`src/rtl/rail_rush_pkg.sv`:
```
// Shared types for the Rail Rush input path: queued command codes and dispatch states.
package rail_rush_pkg;

   typedef enum logic [1:0] {
      CMD_LEFT  = 2'd0,
      CMD_RIGHT = 2'd1,
      CMD_JUMP  = 2'd2
   } cmd_t;

   typedef enum logic [1:0] {
      S_IDLE,
      S_ISSUE,
      S_GAP
   } sched_state_t;

   // True when two commands are a LEFT/RIGHT pair that cancel each other out.
   function automatic logic cmds_oppose(input cmd_t a, input cmd_t b);
      return ((a == CMD_LEFT) && (b == CMD_RIGHT)) || ((a == CMD_RIGHT) && (b == CMD_LEFT));
   endfunction

endpackage

```
`src/rtl/btn_debounce.sv`:
```
// Two-flop synchroniser plus stability counter for one push button.
// Emits a single-cycle rise pulse when the accepted level goes 0 -> 1.
module btn_debounce #(
   parameter int DEBOUNCE_CYCLES = 400000
) (
   input  logic clock,
   input  logic reset,
   input  logic btn,
   output logic rise
);
   localparam int CNT_W = (DEBOUNCE_CYCLES > 1) ? $clog2(DEBOUNCE_CYCLES) : 1;

   logic             sync0;
   logic             sync1;
   logic             level;
   logic [CNT_W-1:0] stable_cnt;
   logic             accept;

   assign accept = (sync1 != level) && (stable_cnt == CNT_W'(DEBOUNCE_CYCLES - 1));
   assign rise   = accept && sync1;

   // The counter only runs while the synced input disagrees with the accepted level.
   always_ff @(posedge clock or posedge reset) begin
      if (reset) begin
         sync0      <= 1'b0;
         sync1      <= 1'b0;
         level      <= 1'b0;
         stable_cnt <= '0;
      end else begin
         sync0 <= btn;
         sync1 <= sync0;
         if (sync1 == level) begin
            stable_cnt <= '0;
         end else if (accept) begin
            level      <= sync1;
            stable_cnt <= '0;
         end else begin
            stable_cnt <= stable_cnt + CNT_W'(1);
         end
      end
   end

endmodule

```
`src/rtl/input_cmd_scheduler.sv`:
```
// Debounces the buttons, queues in-game commands and issues at most one per frame.
// Optional build macro CMD_CANCEL_EN: a LEFT/RIGHT push against an opposing tail removes it.
module input_cmd_scheduler
   import rail_rush_pkg::*;
#(
   parameter int DEPTH           = 4,
   parameter int DEBOUNCE_CYCLES = 400000,
   parameter int CMD_GAP_FRAMES  = 2
) (
   input  logic                       clock,
   input  logic                       reset,
   input  logic                       btn_left,
   input  logic                       btn_right,
   input  logic                       btn_jump,
   input  logic                       frame_done,
   input  logic                       game_active,
   input  logic                       is_jumping,
   output logic                       move_left_pulse,
   output logic                       move_right_pulse,
   output logic                       jump_pulse,
   output logic                       start_pulse,
   output logic [$clog2(DEPTH+1)-1:0] queue_count,
   output logic                       overflow
);
   localparam int PTR_W = $clog2(DEPTH);
   localparam int CNT_W = $clog2(DEPTH + 1);
   localparam int GAP_W = (CMD_GAP_FRAMES > 0) ? $clog2(CMD_GAP_FRAMES + 1) : 1;

   logic rise_left, rise_right, rise_jump;
   logic pend_left, pend_right, pend_jump;
   logic clr_left, clr_right, clr_jump;
   logic game_active_q, game_start, game_end;
   logic start_next, push_req, push_en, cancel, drop, pop, full, empty;
   cmd_t push_code, head_cmd, issue_code;
   cmd_t fifo_mem [DEPTH];
   logic [PTR_W-1:0] rd_ptr, wr_ptr;
   logic [GAP_W-1:0] gap_cnt;
   logic gap_load, gap_dec;
   sched_state_t state, next_state;

   btn_debounce #(.DEBOUNCE_CYCLES(DEBOUNCE_CYCLES)) u_deb_left  (.clock(clock), .reset(reset), .btn(btn_left),  .rise(rise_left));
   btn_debounce #(.DEBOUNCE_CYCLES(DEBOUNCE_CYCLES)) u_deb_right (.clock(clock), .reset(reset), .btn(btn_right), .rise(rise_right));
   btn_debounce #(.DEBOUNCE_CYCLES(DEBOUNCE_CYCLES)) u_deb_jump  (.clock(clock), .reset(reset), .btn(btn_jump),  .rise(rise_jump));

   assign game_start = game_active && !game_active_q;
   assign game_end   = !game_active && game_active_q;
   assign full       = (queue_count == CNT_W'(DEPTH));
   assign empty      = (queue_count == '0);
   assign head_cmd   = fifo_mem[rd_ptr];

   always_comb begin
      push_req   = 1'b0;
      push_code  = CMD_LEFT;
      clr_left   = 1'b0;
      clr_right  = 1'b0;
      clr_jump   = 1'b0;
      start_next = 1'b0;
      if (game_end) begin
         clr_left  = 1'b1;
         clr_right = 1'b1;
         clr_jump  = 1'b1;
      end else if (!game_active) begin
         clr_left   = pend_left;
         clr_right  = pend_right;
         clr_jump   = pend_jump;
         start_next = pend_jump;
      end else if (pend_left) begin
         push_req = 1'b1;
         clr_left = 1'b1;
      end else if (pend_right) begin
         push_req  = 1'b1;
         push_code = CMD_RIGHT;
         clr_right = 1'b1;
      end else if (pend_jump) begin
         push_req  = 1'b1;
         push_code = CMD_JUMP;
         clr_jump  = 1'b1;
      end
   end

`ifdef CMD_CANCEL_EN
   cmd_t tail_cmd;
   assign tail_cmd = fifo_mem[wr_ptr - PTR_W'(1)];
   // A tail that is leaving through the pop port this cycle is not eligible for cancellation.
   assign cancel   = push_req && !empty && !(pop && (queue_count == CNT_W'(1)))
                     && cmds_oppose(push_code, tail_cmd);
`else
   assign cancel   = 1'b0;
`endif
   assign push_en  = push_req && !cancel && (!full || pop);
   assign drop     = push_req && !cancel && full && !pop;

   always_ff @(posedge clock or posedge reset) begin
      if (reset) begin
         game_active_q <= 1'b0;
         start_pulse   <= 1'b0;
         pend_left     <= 1'b0;
         pend_right    <= 1'b0;
         pend_jump     <= 1'b0;
         overflow      <= 1'b0;
      end else begin
         game_active_q <= game_active;
         start_pulse   <= start_next;
         pend_left     <= game_end ? 1'b0 : ((pend_left  && !clr_left)  || rise_left);
         pend_right    <= game_end ? 1'b0 : ((pend_right && !clr_right) || rise_right);
         pend_jump     <= game_end ? 1'b0 : ((pend_jump  && !clr_jump)  || rise_jump);
         if (drop) begin
            overflow <= 1'b1;
         end else if (game_start) begin
            overflow <= 1'b0;
         end
      end
   end

   always_ff @(posedge clock or posedge reset) begin
      if (reset) begin
         rd_ptr      <= '0;
         wr_ptr      <= '0;
         queue_count <= '0;
      end else if (game_end) begin
         rd_ptr      <= '0;
         wr_ptr      <= '0;
         queue_count <= '0;
      end else begin
         if (pop) begin
            rd_ptr <= rd_ptr + PTR_W'(1);
         end
         if (push_en) begin
            wr_ptr <= wr_ptr + PTR_W'(1);
         end else if (cancel) begin
            wr_ptr <= wr_ptr - PTR_W'(1);
         end
         queue_count <= queue_count + CNT_W'(push_en) - CNT_W'(pop) - CNT_W'(cancel);
      end
   end

   always_ff @(posedge clock) begin
      if (push_en) begin
         fifo_mem[wr_ptr] <= push_code;
      end
   end

   // A JUMP at the head waits while the player is mid-jump; nothing behind it may overtake.
   always_comb begin
      next_state = state;
      pop        = 1'b0;
      gap_load   = 1'b0;
      gap_dec    = 1'b0;
      if (game_end) begin
         next_state = S_IDLE;
      end else begin
         case (state)
            S_IDLE: begin
               if (frame_done && game_active && !empty
                   && !((head_cmd == CMD_JUMP) && is_jumping)) begin
                  pop        = 1'b1;
                  next_state = S_ISSUE;
               end
            end
            S_ISSUE: begin
               if (CMD_GAP_FRAMES == 0) begin
                  next_state = S_IDLE;
               end else begin
                  gap_load   = 1'b1;
                  next_state = S_GAP;
               end
            end
            S_GAP: begin
               if (frame_done) begin
                  gap_dec = 1'b1;
                  if (gap_cnt <= GAP_W'(1)) begin
                     next_state = S_IDLE;
                  end
               end
            end
            default: next_state = S_IDLE;
         endcase
      end
   end

   always_ff @(posedge clock or posedge reset) begin
      if (reset) begin
         state      <= S_IDLE;
         gap_cnt    <= '0;
         issue_code <= CMD_LEFT;
      end else begin
         state <= next_state;
         if (pop) begin
            issue_code <= head_cmd;
         end
         if (game_end) begin
            gap_cnt <= '0;
         end else if (gap_load) begin
            gap_cnt <= GAP_W'(CMD_GAP_FRAMES);
         end else if (gap_dec && (gap_cnt != '0)) begin
            gap_cnt <= gap_cnt - GAP_W'(1);
         end
      end
   end

   assign move_left_pulse  = (state == S_ISSUE) && game_active && (issue_code == CMD_LEFT);
   assign move_right_pulse = (state == S_ISSUE) && game_active && (issue_code == CMD_RIGHT);
   assign jump_pulse       = (state == S_ISSUE) && game_active && (issue_code == CMD_JUMP);

endmodule

```
`config.mk`:
```
export PLATFORM = sky130hd
export DESIGN_NAME = input_cmd_scheduler
export DESIGN_NICKNAME = d
export VERILOG_FILES = /design/src/rtl/rail_rush_pkg.sv /design/src/rtl/btn_debounce.sv /design/src/rtl/input_cmd_scheduler.sv
export SDC_FILE = /design/constraint.sdc
export NUM_CORES = 1
export LEC_CHECK = 0
export CORE_MARGIN = 3
export CORE_UTILIZATION = 45
export CTS_CLUSTER_SIZE = 8
export DETAILED_ROUTE_END_ITERATION = 6
export GPL_TIMING_DRIVEN = 0
export HOLD_SLACK_MARGIN = 0.05
export PLACE_DENSITY = 0.74
export SLEW_MARGIN = 20
export SYNTH_ARGS = -nofsm -noshare
export SYNTH_HDL_FRONTEND = slang
export SYNTH_SLANG_ARGS = --single-unit
```
`constraint.sdc`:
```
create_clock -name clock -period 2.8 [get_ports clock]
set_input_delay 0.56 -clock clock [delete_from_list [all_inputs] [get_ports clock]]
set_output_delay 0.56 -clock clock [all_outputs]
set_load 0.02 [all_outputs]
```
Word-level counts from Yosys, hierarchy flattened:

Memories as Yosys holds them, arrays and structs flattened.
Cells that the tools add are included.

* bits in registers: 85
* input bits: 8
* memories: 1
* bits in writable memories: 8
* ROM bits: 0
* latch bits: 0

* mux-type cells: 57
* add/sub/neg operators: 8
* multiply operators: 0
* bitwise gates (word level): 3
* reduce and logical (&&, ||, !) cells: 48
* shift operators: 0
* order comparisons: 1
* div/mod/pow operators: 0
* equality and inequality tests: 18

Memory list
* fifo_mem: depth 4, bits a word 2, rd ports 1, clocked after memory_dff 0, write ports 1, RTL line input_cmd_scheduler.sv:35 `cmd_t fifo_mem [DEPTH];`

Operators by type and width (count)
* 19-bit two-way mux: 6
* 19-bit by 1-bit adder with 19-bit output (second input constant): 3
* 19-bit equality test (second input constant): 3
* 1-bit two-way mux: 33
* 2-bit two-way mux: 16
* 1-bit logical AND: 23
* 1-bit logical NOT: 9
* 3-bit inequality test (second input constant): 3
* 2-bit nonzero test: 4
* 2-bit equality test (second input constant): 3
* 2-bit one-hot mux with 3 select lines: 1
* 2-bit AND reduction: 3
* 2-bit by 1-bit adder with 2-bit output (second input constant): 2
* 2-bit by 1-bit equality test with 1-bit output (second input constant): 2
* 2-bit logical NOT: 2
* 1-bit logical OR: 4
* 3-bit by 1-bit adder with 3-bit output: 1
* 1-bit equality test: 3
* 3-bit equality test (second input constant): 1
* 3-bit logical NOT: 1
* 3-bit two-way mux: 1
* 1-bit inequality test: 3
* 1-bit inverter: 3
* 3-bit AND reduction: 1
* other kinds (4): 4

Longest topological paths before layout:

An unclocked memory read counts as a cell.

* depth after elaboration: 13
* gate-level depth with buffers: 14
* gate-level depth less buffers: 13

Hierarchy:

From an unflattened synthesis, not the netlist that was laid out.

* cell total of the unflattened synthesis: 465
* area, all modules: 4735.8 µm²

By module, submodules not included
* btn_debounce: area each 1106.1 µm², cells each 112, instances 3
* input_cmd_scheduler: area each 1417.6 µm², cells each 129, instances 1

Least setup slack after synthesis:

No wires, ideal clock.

* kind: in2reg
* start: input game_active
* end: register queue_count[2]
* slack: -263 ps
* buffers on the path: 1
* data required time: 2668 ps
* library setup time: 132 ps
* stages on the path: 14
* arrival time: 2931 ps
* path through: buf_4 inv_1 or4b_4 a21o_1 a21oi_4 inv_1 ha_1 inv_1 ha_1 inv_1 fa_1 xor2_1 xnor2_1 nor2_1

* longest elaborated chain between the ends: 11

RTL lines
* from (decl): RTL line input_cmd_scheduler.sv:16 `input logic game_active,`
* 1-bit logical AND (2 in a row): RTL line input_cmd_scheduler.sv:154 `if (frame_done && game_active && !empty`
* 1-bit logical AND: RTL line input_cmd_scheduler.sv:155 `&& !((head_cmd == CMD_JUMP) && is_jumping)) begin`
* 1-bit two-way mux: RTL line input_cmd_scheduler.sv:154
* 1-bit two-way mux: RTL line input_cmd_scheduler.sv:152 `case (state)`
* 1-bit two-way mux: RTL line input_cmd_scheduler.sv:149 `if (game_end) begin`
* 1-bit logical OR: RTL line input_cmd_scheduler.sv:90 `assign push_en = push_req && !cancel && (!full || pop);`
* 1-bit logical AND: RTL line input_cmd_scheduler.sv:90
* 3-bit by 1-bit adder with 3-bit output: RTL line input_cmd_scheduler.sv:133 `queue_count <= queue_count + CNT_W'(push_en) - CNT_W'(pop) - CNT_W'(cancel);`
* 3-bit by 1-bit subtractor with 3-bit output: RTL line input_cmd_scheduler.sv:133
* 3-bit two-way mux (*): RTL line input_cmd_scheduler.sv:120 `end else if (game_end) begin`
* to (signal assigned): RTL line input_cmd_scheduler.sv:133
* to (decl): RTL line input_cmd_scheduler.sv:22 `output logic [$clog2(DEPTH+1)-1:0] queue_count,`

Every way passes the cells marked *; elsewhere a longest branch is shown, timed or not.
A chain may end at the register's enable or synchronous reset.

Worst setup path after layout:

* start: register state[1]
* end: register queue_count[2]

* longest elaborated chain between the ends: 8

RTL lines
* from (decl): RTL line input_cmd_scheduler.sv:39 `sched_state_t state, next_state;`
* from (signal assigned): RTL line input_cmd_scheduler.sv:187 `state <= next_state;`
* 2-bit logical NOT (*): RTL line input_cmd_scheduler.sv:152
* 1-bit two-way mux (*): RTL line input_cmd_scheduler.sv:152
* 1-bit two-way mux (*): RTL line input_cmd_scheduler.sv:149
* 1-bit logical OR: RTL line input_cmd_scheduler.sv:90
* 1-bit logical AND: RTL line input_cmd_scheduler.sv:90
* 3-bit by 1-bit adder with 3-bit output: RTL line input_cmd_scheduler.sv:133
* 3-bit by 1-bit subtractor with 3-bit output (*): RTL line input_cmd_scheduler.sv:133
* 3-bit two-way mux (*): RTL line input_cmd_scheduler.sv:120

Marks and branches as above.

==> metrics.log <==
INFO  metric route.detailed.vias_per_inst = a little over 5
INFO  metric finalCritPeriodShare = 0.9679
INFO  metric synth_cell_types = 45
INFO  metric yosys_register_bits = 93
INFO  metric cts-root-to-sink-buffers = 2
INFO  metric port_buffers = 15
INFO  metric pwr_density_cell = 569.2 mW/mm^2
INFO  metric synth_nets = 432
INFO  metric final-hold-violation-count = 0
INFO  metric drt_iter0_drc = around 130
INFO  metric numCtsBuffers = 9
INFO  metric ys_top_cells_by_area = sky130_fd_sc_hd__dfrtp_1 49%, sky130_fd_sc_hd__xor2_1 6.2%, sky130_fd_sc_hd__nor2_1 5.9%
INFO  metric postCtsHoldBufs = 0
INFO  metric core_region_area = ~0.0094 sq mm
INFO  metric pre_cts_slack = -0.8512 ns
INFO  metric die-area = between 0.01 and 0.015 sq mm
INFO  metric synthDominantCellAreaShare = 0.4854
INFO  metric die_x = 104.7 um
INFO  metric clock_insertion_delay_worst_skew = around 0.36 ns
INFO  metric clk_sinks = 93
INFO  metric clock_pin_slew_on_the_worst_setup_and_hold_paths = 0.09 ns
INFO  metric final_layout_size_suffix_gt1_frac = 0.1325
INFO  metric dpl.cell_count = 557
INFO  metric path_max_fanout = 6
INFO  metric worstHoldPathCells = 0
INFO  metric synth_edf_count = 8
INFO  metric clock_tree_from_tritoncts = done
INFO  metric grt_start_max_net_pins = 51
INFO  metric synthToLayoutAreaGrowth = 14.82%
INFO  metric vias_after_detailed_routing = about 2.9k
INFO  metric grt_overflow_total = 0
INFO  metric remaining_drc_errors = 0
INFO  metric post_layout_instance_area = 0.005031 sq mm
INFO  metric track_usage = 0.1464
INFO  metric synthDominantAreaCellType = sky130_fd_sc_hd__dfrtp_1
INFO  metric gpl.final_weighted_congestion = between 0.7 and 0.8
INFO  metric final_common_cell = sky130_fd_sc_hd__dfrtp_1
INFO  metric min-delay-path-class = reg -> reg
INFO  metric setup_repair_after_global_routing_missed_its_margin = true
INFO  metric cp-end-kind = register
INFO  metric place_area = ~0.0047 sq mm
INFO  metric timing.hold.ws = 0.3445 ns
INFO  metric row_count = 35
INFO  metric critPathSlowestCell = sky130_fd_sc_hd__or4b_4
INFO  metric net_count_final = 468
INFO  metric maxCapViolCount = 0
INFO  metric grt_pass1_vias = 2981
INFO  metric leakage = 2.139 nW
INFO  metric synth-async-reset-ratio = 0.9140
INFO  metric setup-violations-final = 0
INFO  metric synthesis.area_per_instance = 10.64 sq um
INFO  metric yosys_warnings = 0
INFO  metric synthCells = 412
INFO  metric antenna_violating_nets_post_route = 0
INFO  metric crit_path_max_incr_delay = between 0.5 and 0.6 ns
INFO  metric crit_path_cell_trace = or4b_4, buf_4, a211oi_4, ha_4, inv_2, ha_4, inv_2, fa_2, xor2_2, xnor2_1, nor2_1
INFO  metric antenna_cells_inserted = 0
INFO  metric stdcell_count = 582
INFO  metric initial_core_util = 0.4676
INFO  metric path_class = reg -> reg
INFO  metric max-vdd-ir-drop = 0.0003033 V
INFO  metric setup_ws = approximately 0.09 ns
INFO  metric cp_num_cells = 11
INFO  metric worst_setup_path_start_kind = register
INFO  metric cp_data_required_time = approximately 3.0 ns
INFO  metric clock_skew = 0.01167 ns
INFO  metric initial_antenna_violation_count = 0
INFO  metric worstPathBufferInverterCount = 3
INFO  metric final_cell_mix = 82 x sky130_fd_sc_hd__dfrtp_1, 69 x sky130_fd_sc_hd__nor2_1, 30 x sky130_fd_sc_hd__nand2_1, 30 x sky130_fd_sc_hd__xor2_1, 23 x sky130_fd_sc_hd__xnor2_1
INFO  metric power.total = 2.864 mW
INFO  metric critPathTopFamily = adder cells
INFO  metric dp.final_hpwl = 5169 um
INFO  metric tightest_slew = 0.6715 ns
INFO  metric cts-root-buf = sky130_fd_sc_hd__clkbuf_8
INFO  metric die_height = 104.7 um
INFO  metric number_of_cell_instances_on_the_worst_register_to_register_path = 11
INFO  metric run_status = complete, no violations
INFO  metric syn_area = 0.004382 sq mm
INFO  metric grt_pass1_wl = 13270 um
INFO  metric timing.slew.headroom = 0.5482
INFO  metric routed_wire_length_per_instance = 12.91 um
INFO  metric drt_pass1_iterations = 4
INFO  metric worst_ep_arrival_time = 2.94 ns
INFO  metric yosysSeqAreaShare = 0.5403
INFO  metric fmax = 369.0 MHz
INFO  metric h-tree-depth = 3
INFO  metric finalMaxSlewViolations = 0
INFO  metric ios = 16
INFO  metric routed_wirelength = about 7500 um
INFO  metric synth-main-ff-cell = sky130_fd_sc_hd__dfrtp_1
INFO  metric timing.final.crit_period = about 2.7 ns
where the power goes:
part / switching, mW / total (mW) / leakage [nW] / internal [mW]
clock network: 0.463 / 0.874 / 0.0923 / 0.411
logic: 0.237 / 0.475 / 0.837 / 0.239
registers: 0.0830 / 1.51 / 1.21 / 1.43
total: 0.782 / 2.86 / 2.14 / 2.08
worst reg2reg max path, cell delays in order, from the launching register on:
cell	delay, ns
sky130_fd_sc_hd__dfrtp_2	0.45
sky130_fd_sc_hd__or4b_4	0.55
sky130_fd_sc_hd__buf_4	0.17
sky130_fd_sc_hd__a211oi_4	0.23
sky130_fd_sc_hd__ha_4	0.25
sky130_fd_sc_hd__inv_2	0.06
sky130_fd_sc_hd__ha_4	0.12
sky130_fd_sc_hd__inv_2	0.03
sky130_fd_sc_hd__fa_2	0.36
sky130_fd_sc_hd__xor2_2	0.16
sky130_fd_sc_hd__xnor2_1	0.16
sky130_fd_sc_hd__nor2_1	0.05
timing repair:
item | 4_1_cts | 5_1_grt
setup buffers | 2 | 7
resized for setup | 4 | 16
pin swaps | 2 | 5
endpoints found under the setup margin | 5 | 2
through the flow:
step / util / TNS, ns
2_1_floorplan: - / -0.1192
5_1_grt: 0.5368 / -0.03175
4_1_cts: 0.5267 / 0
3_3_place_gp: 0.5015 / -104.82
6_report: 0.5368 / 0
3_5_place_dp: 0.5047 / -2.393
layout make-up:
cell class              count  area (sq um)
repair buffers             25         239.0
plain buffers              10         90.09
clock inverters             6         63.81
flip-flops and latches     93          2371
inverters                  19         73.82
clock buffers              10         127.6
well taps                 129         161.4
fillers                   809          4340
multi-input cells         290          1904
worst paths after layout:
path	startpoint	endpoint	slack, ns
worst max-delay path	state[1]	queue_count[2]	0.09
worst max register to register	state[1]	queue_count[2]	0.09
min in group asynchronous	reset	u_deb_jump.sync0	0.58
worst min-delay path	u_deb_jump.sync0	u_deb_jump.sync1	0.34
worst min register to register	u_deb_jump.sync0	u_deb_jump.sync1	0.34
max in group asynchronous	reset	state[1]	1.62
cells in the mapped netlist, types with 3 or more instances:
cell type	n
sky130_fd_sc_hd__inv_1	19
sky130_fd_sc_hd__and2_1	5
sky130_fd_sc_hd__mux2_2	4
sky130_fd_sc_hd__edfxtp_1	8
sky130_fd_sc_hd__nand2_1	30
sky130_fd_sc_hd__nand2b_1	5
sky130_fd_sc_hd__ha_1	11
sky130_fd_sc_hd__o21ai_0	8
sky130_fd_sc_hd__nor3_1	8
sky130_fd_sc_hd__nor2_1	69
sky130_fd_sc_hd__nand4_1	9
sky130_fd_sc_hd__a21oi_1	7
sky130_fd_sc_hd__xor2_1	31
sky130_fd_sc_hd__or4_1	3
sky130_fd_sc_hd__nor4_1	10
sky130_fd_sc_hd__dfrtp_1	85
sky130_fd_sc_hd__and3_1	4
sky130_fd_sc_hd__buf_4	5
sky130_fd_sc_hd__buf_6	3
sky130_fd_sc_hd__and4_1	6
sky130_fd_sc_hd__xnor2_1	23
sky130_fd_sc_hd__nor3b_1	5
sky130_fd_sc_hd__nor2b_1	3
sky130_fd_sc_hd__or2_2	3
sky130_fd_sc_hd__mux2i_1	6
sky130_fd_sc_hd__nand3_1	21
sky130_fd_sc_hd__or3_1	3
per-layer routing:
layer  wire length, um  share of wire  up-vias  GRT usage
met1              3539           0.47     1408     0.1883
met5                 0              0        -          0
met2              3607           0.48       48     0.2431
li1                  -              -     1458          -
met3               244          0.032       15    0.03830
met4               121          0.016        0    0.04592
flip-flops by register name (all words and copies together), names as in the netlist, 2 cells and up:
| register | count |
|---|---|
| issue_code | 2 |
| u_deb_left.stable_cnt | 19 |
| wr_ptr | 2 |
| gap_cnt | 2 |
| u_deb_right.stable_cnt | 19 |
| state | 2 |
| rd_ptr | 2 |
| fifo_mem | 8 |
| queue_count | 3 |
| u_deb_jump.stable_cnt | 19 |
logic make-up (layout without fill, tap and decap cells):
group / count (synthesis) / count (layout) / synth area share
AOI/OAI and AO/OA: 24 / 24 / 0.03770
xor gates and xnor gates: 54 / 54 / 0.1079
adders and majority gates: 12 / 12 / 0.03598
buffers and inverters: 29 / 70 / 0.03455
DFF: 93 / 93 / 0.5403
muxes: 12 / 12 / 0.03170
and+or+nand+nor: 188 / 188 / 0.2119
Note: power is estimated with default switching activity, not from simulation.
